$ cat src/rtl/riscv_ahb_ram_ctrl.sv
// AHB-Lite slave front-end for a single-port (1RW) synchronous RAM.
// Inserts one wait state on read-after-write and gives a two-cycle ERROR for illegal transfers.
module riscv_ahb_ram_ctrl #(
  parameter int unsigned ABITS = 10,
  parameter int unsigned DBITS = 32
) (
  input  logic             rst_ni,
  input  logic             clk_i,
  input  logic             HSEL,
  input  logic [31:0]      HADDR,
  input  logic             HWRITE,
  input  logic [2:0]       HSIZE,
  input  logic [1:0]       HTRANS,
  input  logic [2:0]       HBURST,
  input  logic [3:0]       HPROT,
  input  logic [DBITS-1:0] HWDATA,
  input  logic             HREADY,
  output logic             HREADYOUT,
  output logic             HRESP,
  output logic [DBITS-1:0] HRDATA,
  output logic [ABITS-1:0] ram_addr_o,
  output logic             ram_we_o,
  output logic [3:0]       ram_be_o,
  output logic [DBITS-1:0] ram_din_o,
  input  logic [DBITS-1:0] ram_dout_i
);

  localparam int unsigned BE_W = 4;

  typedef enum logic [2:0] {
    S_IDLE,
    S_WR,
    S_RD,
    S_RD_STALL,
    S_ERR1,
    S_ERR2
  } state_t;

  state_t           state_q, state_d;
  logic [ABITS-1:0] addr_q;
  logic [BE_W-1:0]  be_q;
  logic [ABITS-1:0] addr_hold_q;
  logic [ABITS-1:0] ram_addr_c;
  logic [ABITS-1:0] haddr_word_c;
  logic [BE_W-1:0]  be_c;
  logic             illegal_c;
  logic             accept_c;
  logic             unused_bits;

  assign unused_bits  = ^{HBURST, HPROT, HTRANS[0], HADDR[31:ABITS+2]};
  assign haddr_word_c = HADDR[ABITS+1:2];

  // Transfers can only be taken in states that signal HREADYOUT=1.
  assign accept_c = HSEL & HREADY & HTRANS[1] &
                    ((state_q == S_IDLE) | (state_q == S_WR) |
                     (state_q == S_RD)   | (state_q == S_ERR2));

  // Size/alignment legality and byte-lane decode.
  always_comb begin
    illegal_c = 1'b0;
    be_c      = 4'b1111;
    unique case (HSIZE)
      3'd0: be_c = BE_W'(4'b0001 << HADDR[1:0]);
      3'd1: begin
        be_c      = HADDR[1] ? 4'b1100 : 4'b0011;
        illegal_c = HADDR[0];
      end
      3'd2: illegal_c = (HADDR[1:0] != 2'b00);
      default: illegal_c = 1'b1;
    endcase
  end

  // Next state and state-decoded outputs.
  always_comb begin
    state_d    = state_q;
    HREADYOUT  = 1'b1;
    HRESP      = 1'b0;
    HRDATA     = '0;
    ram_we_o   = 1'b0;
    ram_be_o   = '0;
    ram_din_o  = '0;
    ram_addr_c = addr_hold_q;

    unique case (state_q)
      S_WR: begin
        ram_we_o   = 1'b1;
        ram_be_o   = be_q;
        ram_din_o  = HWDATA;
        ram_addr_c = addr_q;
      end
      S_RD:       HRDATA = ram_dout_i;
      S_RD_STALL: begin
        HREADYOUT  = 1'b0;
        ram_addr_c = addr_q;
      end
      S_ERR1: begin
        HREADYOUT = 1'b0;
        HRESP     = 1'b1;
      end
      S_ERR2:  HRESP = 1'b1;
      default: ;
    endcase

    unique case (state_q)
      S_RD_STALL: state_d = S_RD;
      S_ERR1:     state_d = S_ERR2;
      default: begin
        state_d = S_IDLE;
        if (accept_c) begin
          if (illegal_c) begin
            state_d = S_ERR1;
          end else if (HWRITE) begin
            state_d = S_WR;
          end else if (state_q == S_WR) begin
            // Port busy with the write: re-present the read address next cycle.
            state_d = S_RD_STALL;
          end else begin
            state_d    = S_RD;
            ram_addr_c = haddr_word_c;
          end
        end
      end
    endcase
  end

  assign ram_addr_o = ram_addr_c;

  // State register and latched address-phase control.
  always_ff @(posedge clk_i or negedge rst_ni) begin
    if (!rst_ni) begin
      state_q     <= S_IDLE;
      addr_q      <= '0;
      be_q        <= '0;
      addr_hold_q <= '0;
    end else begin
      state_q     <= state_d;
      addr_hold_q <= ram_addr_c;
      if (accept_c) begin
        addr_q <= haddr_word_c;
        be_q   <= be_c;
      end
    end
  end

endmodule

$ cat config.mk
export PLATFORM = sky130hd
export DESIGN_NAME = riscv_ahb_ram_ctrl
export DESIGN_NICKNAME = d
export VERILOG_FILES = /design/src/rtl/riscv_ahb_ram_ctrl.sv
export SDC_FILE = /design/constraint.sdc
export NUM_CORES = 1
export LEC_CHECK = 0
export ABC_CLOCK_PERIOD_IN_PS = 4200
export BUFFER_PORTS_ARGS = -buffer_cell sky130_fd_sc_hd__buf_2
export CAP_MARGIN = 10
export CORE_AREA = 2 2 88 65
export DETAILED_ROUTE_END_ITERATION = 8
export DIE_AREA = 0 0 90 67
export PLACE_DENSITY = 0.8
export SLEW_MARGIN = 30
export SYNTH_ARGS = -nofsm -noshare
export SYNTH_HDL_FRONTEND = slang
export SYNTH_SLANG_ARGS = --single-unit
$ cat constraint.sdc
create_clock -name clk_i -period 4.2 [get_ports clk_i]
set_input_delay 0.21 -clock clk_i [delete_from_list [all_inputs] [get_ports clk_i]]
set_output_delay 0.21 -clock clk_i [all_outputs]
set_load 0.02 [all_outputs]
==> flow_metrics.py <==
metrics = {
    "status": {
        "outcome": "finished, final reports clean",
    },
    "floorplan": {
        "io_pins": 194,
        "core_area_um2": 5120,
        "placementRows": 22,
        "die_area_um2": 6030,
        "start_util": 0.3407,
        "dieHeight_um": 67,
        "die_w_um": 90,
    },
    "synthesis": {
        "synthFlopType": "dfrtp_1",
        "async_flop_share": 1.000,
        "synthCells": 193,
        "ys_types": 25,
        "synth_seq_cells": 27,
        "synth_area_leaders": "dfrtp_1 39%, and2_1 24%, mux2_2 9.0%",
        "synth-edff-count": 0,
        "synthTopCellsByCount": "68 x and2_1, 32 x nand2_1, 27 x dfrtp_1",
        "synthDominantCellAreaShare": 0.3874,
        "ys_seq_area_frac": 0.3874,
        "synth_most_common_cell": "and2_1",
        "yosys_warnings": 0,
        "postSynthAreaPerCell_um2": 9.037,
        "mappedNetlistArea_um2": 1744,
        "syn-num-nets": 306,
        "synth_area_leader_cell": "dfrtp_1",
    },
    "sta": {
        "max-slew-margin-rel": 0.5062,
        "fin_skew_ns": 0.006366,
        "grt_setup_unrepaired": "no",
        "drv_slew": 0,
        "fin_crit_sh": 0.5918,
        "max_freq_ghz": 0.4023,
        "fin_crit_ns": 2.486,
        "tightest_slew_ns": 0.7392,
        "fin_setup_tns_ns": 0,
        "setup_viol": 0,
        "hold_viol": 0,
        "fin_ws_ns": 1.714,
    },
    "global_route": {
        "overflow": 0,
        "grt_pass1_wl_um": 8176,
        "first_global_vias": 1734,
        "grt_start_max_net_pins": 40,
        "grt.total_usage": 0.1668,
        "antenna_found_initial": 0,
    },
    "power": {
        "power.density_nw_per_um2": 515.0,
        "ir_drop_uv": 182.2,
        "p_int_mw": 0.7811,
        "p_sw_mw": 0.6062,
        "seqPwrFrac": 0.305,
        "p_clk_frac": 0.104,
        "pwr-share-comb": 0.592,
        "switching_share": 0.4370,
        "leakagePower_nw": 1.607,
    },
    "cts": {
        "cts_tree": "built",
        "clkTransAtPathRegs_ns": 0.08,
        "clk_latency_ns": 0.27,
        "cts_sinks": 27,
        "cts_buffers": 3,
        "root_buffer": "clkbuf_8",
        "htree_num_levels": 1,
        "cts.path.max_buffers": 2,
    },
    "place": {
        "place.gp.congestion": 0.8002,
        "post-place-ws_ns": 1.987,
        "portBuffers": 165,
        "hpwl_um": 4310,
    },
    "detailed_routing": {
        "drtPass1Iterations": 4,
        "vias_per_cell": 4.391,
        "postRouteAntennaNets": 0,
        "via_count": 1866,
        "drc": 0,
        "drt_iter0_drc": 53,
        "wl_per_cell_um": 12.73,
        "wirelength_um": 5411,
    },
    "setup_path": {
        "cp-start-kind": "flip-flop",
        "path_delay_family": "multiplexers",
        "cp.required_ns": 3.99,
        "crit_path_end_kind": "output port",
        "crit_fanout": 22,
        "cp_cell_sequence": "mux2i_1 -> and4_1 -> buf_4 -> nand3_4 -> mux2_4 -> buf_2",
        "critPathArrivalTime_ns": 2.28,
        "path_class": "flip-flop to output port",
        "slowest_delay_ns": 0.49,
        "cp_slowest_cell": "dfrtp_1",
        "cp.buffers_inverters": 2,
    },
    "layout": {
        "final_layout_size_suffix_gt1_frac": 0.5581,
        "area_growth_syn_to_layout_pct": 54.45,
        "fill_cells": 530,
        "fin_nets": 467,
        "fin_util": 0.5261,
        "num_antenna_cells": 0,
    },
    "hold_path": {
        "hold_class": "input pin to flip-flop",
    },
    "job": {
        "cap_violations": 0,
    },
}
==> stage by stage <==
step	area, um^2	cells	hold WS [ns]	power (mW)
2_1_floorplan	1744	193	-0.08559	0.9957
3_3_place_gp	2639	420	0.2447	1.234
3_5_place_dp	2639	420	0.2539	1.260
4_1_cts	2694	425	0.1538	1.411
5_1_grt	2694	425	0.1489	1.510
6_report	2694	425	0.1678	1.387
==> layout by cell type, fill, tap and decap left out, types with 2 or more instances in the layout <==
cell,synthesis,routed
a31oi_1,4,4
and2_1,68,68
buf_2,3,165
buf_4,0,3
clkbuf_8,0,3
dfrtp_1,27,27
inv_1,3,3
mux2_2,14,14
mux2_4,6,6
nand2_1,32,32
nand2b_1,2,2
nor2_1,6,6
nor3b_2,0,2
o21ai_0,4,4
o21bai_1,2,2
==> path summary, 6_finish.rpt <==
kind	from	endpoint	slack, ns	cells after the start
setup / recovery	state_q[0]	ram_addr_o[8]	1.71	6
hold / removal	HWRITE	state_q[1]	0.17	2
setup reg to reg	state_q[0]	addr_hold_q[3]	2.24	5
hold reg to reg	addr_q[9]	addr_q[9]	0.51	1
max in group asynchronous	rst_ni	state_q[0]	3.31	2
min in group asynchronous	rst_ni	addr_hold_q[7]	0.48	2
==> registers in the layout, indices dropped and copies added (netlist names) <==
| register | flops |
|---|---|
| addr_q | 10 |
| addr_hold_q | 10 |
| be_q | 4 |
| state_q | 3 |
==> power by group through the flow <==
stage	Combinational, mW	Sequential, mW	Clock [mW]
2_1_floorplan	0.592	0.404	0
6_report	0.821	0.423	0.144
3_5_place_dp	0.832	0.428	0
4_1_cts	0.837	0.424	0.150
3_3_place_gp	0.812	0.421	0
5_1_grt	0.904	0.442	0.164
==> layout make-up <==
class                           count  area, um^2  area share
Timing Repair Buffer              169       858.3      0.3186
Sequential cell                    27       675.6      0.2508
Clock buffer                        4       45.04     0.01672
Multi-Input combinational cell    150        1013      0.3762
Inverter                            3       11.26    0.004180
Tap cell                           72       90.09     0.03344
==> worst register-to-register path, stage by stage, from the launching register on <==
cell     delay, ns
dfrtp_1       0.49
mux2i_1       0.26
and4_1        0.21
buf_4         0.27
nand3_4       0.26
mux2_4        0.37
==> routing by layer <==
metal | vias up | global-route usage | part of all wire
li1 | 932 | - | -
met2 | 74 | 0.2979 | 0.49
met3 | 4 | 0.05317 | 0.074
met5 | - | 0 | 0
met1 | 856 | 0.2040 | 0.42
met4 | 0 | 0.02308 | 0.0085
==> cells by family after synthesis <==
| kind of cell | Yosys count | synth area share |
|---|---|---|
| flip-flops | 27 | 0.3874 |
| multiplexers | 21 | 0.1478 |
| buffers and inverters | 16 | 0.03730 |
| AO/OA/AOI/OAI | 15 | 0.06098 |
| AND/OR/NAND/NOR | 114 | 0.3666 |
==> what timing repair did <==
action / in CTS / in global routing
gates resized for setup: 0 / 0
buffers inserted: 0 / 0
hold buffers: 1 / 0
hold endpoints to repair: 27 / 0
setup endpoints to repair: 0 / 0
Note: power is estimated with default switching activity, not from simulation.
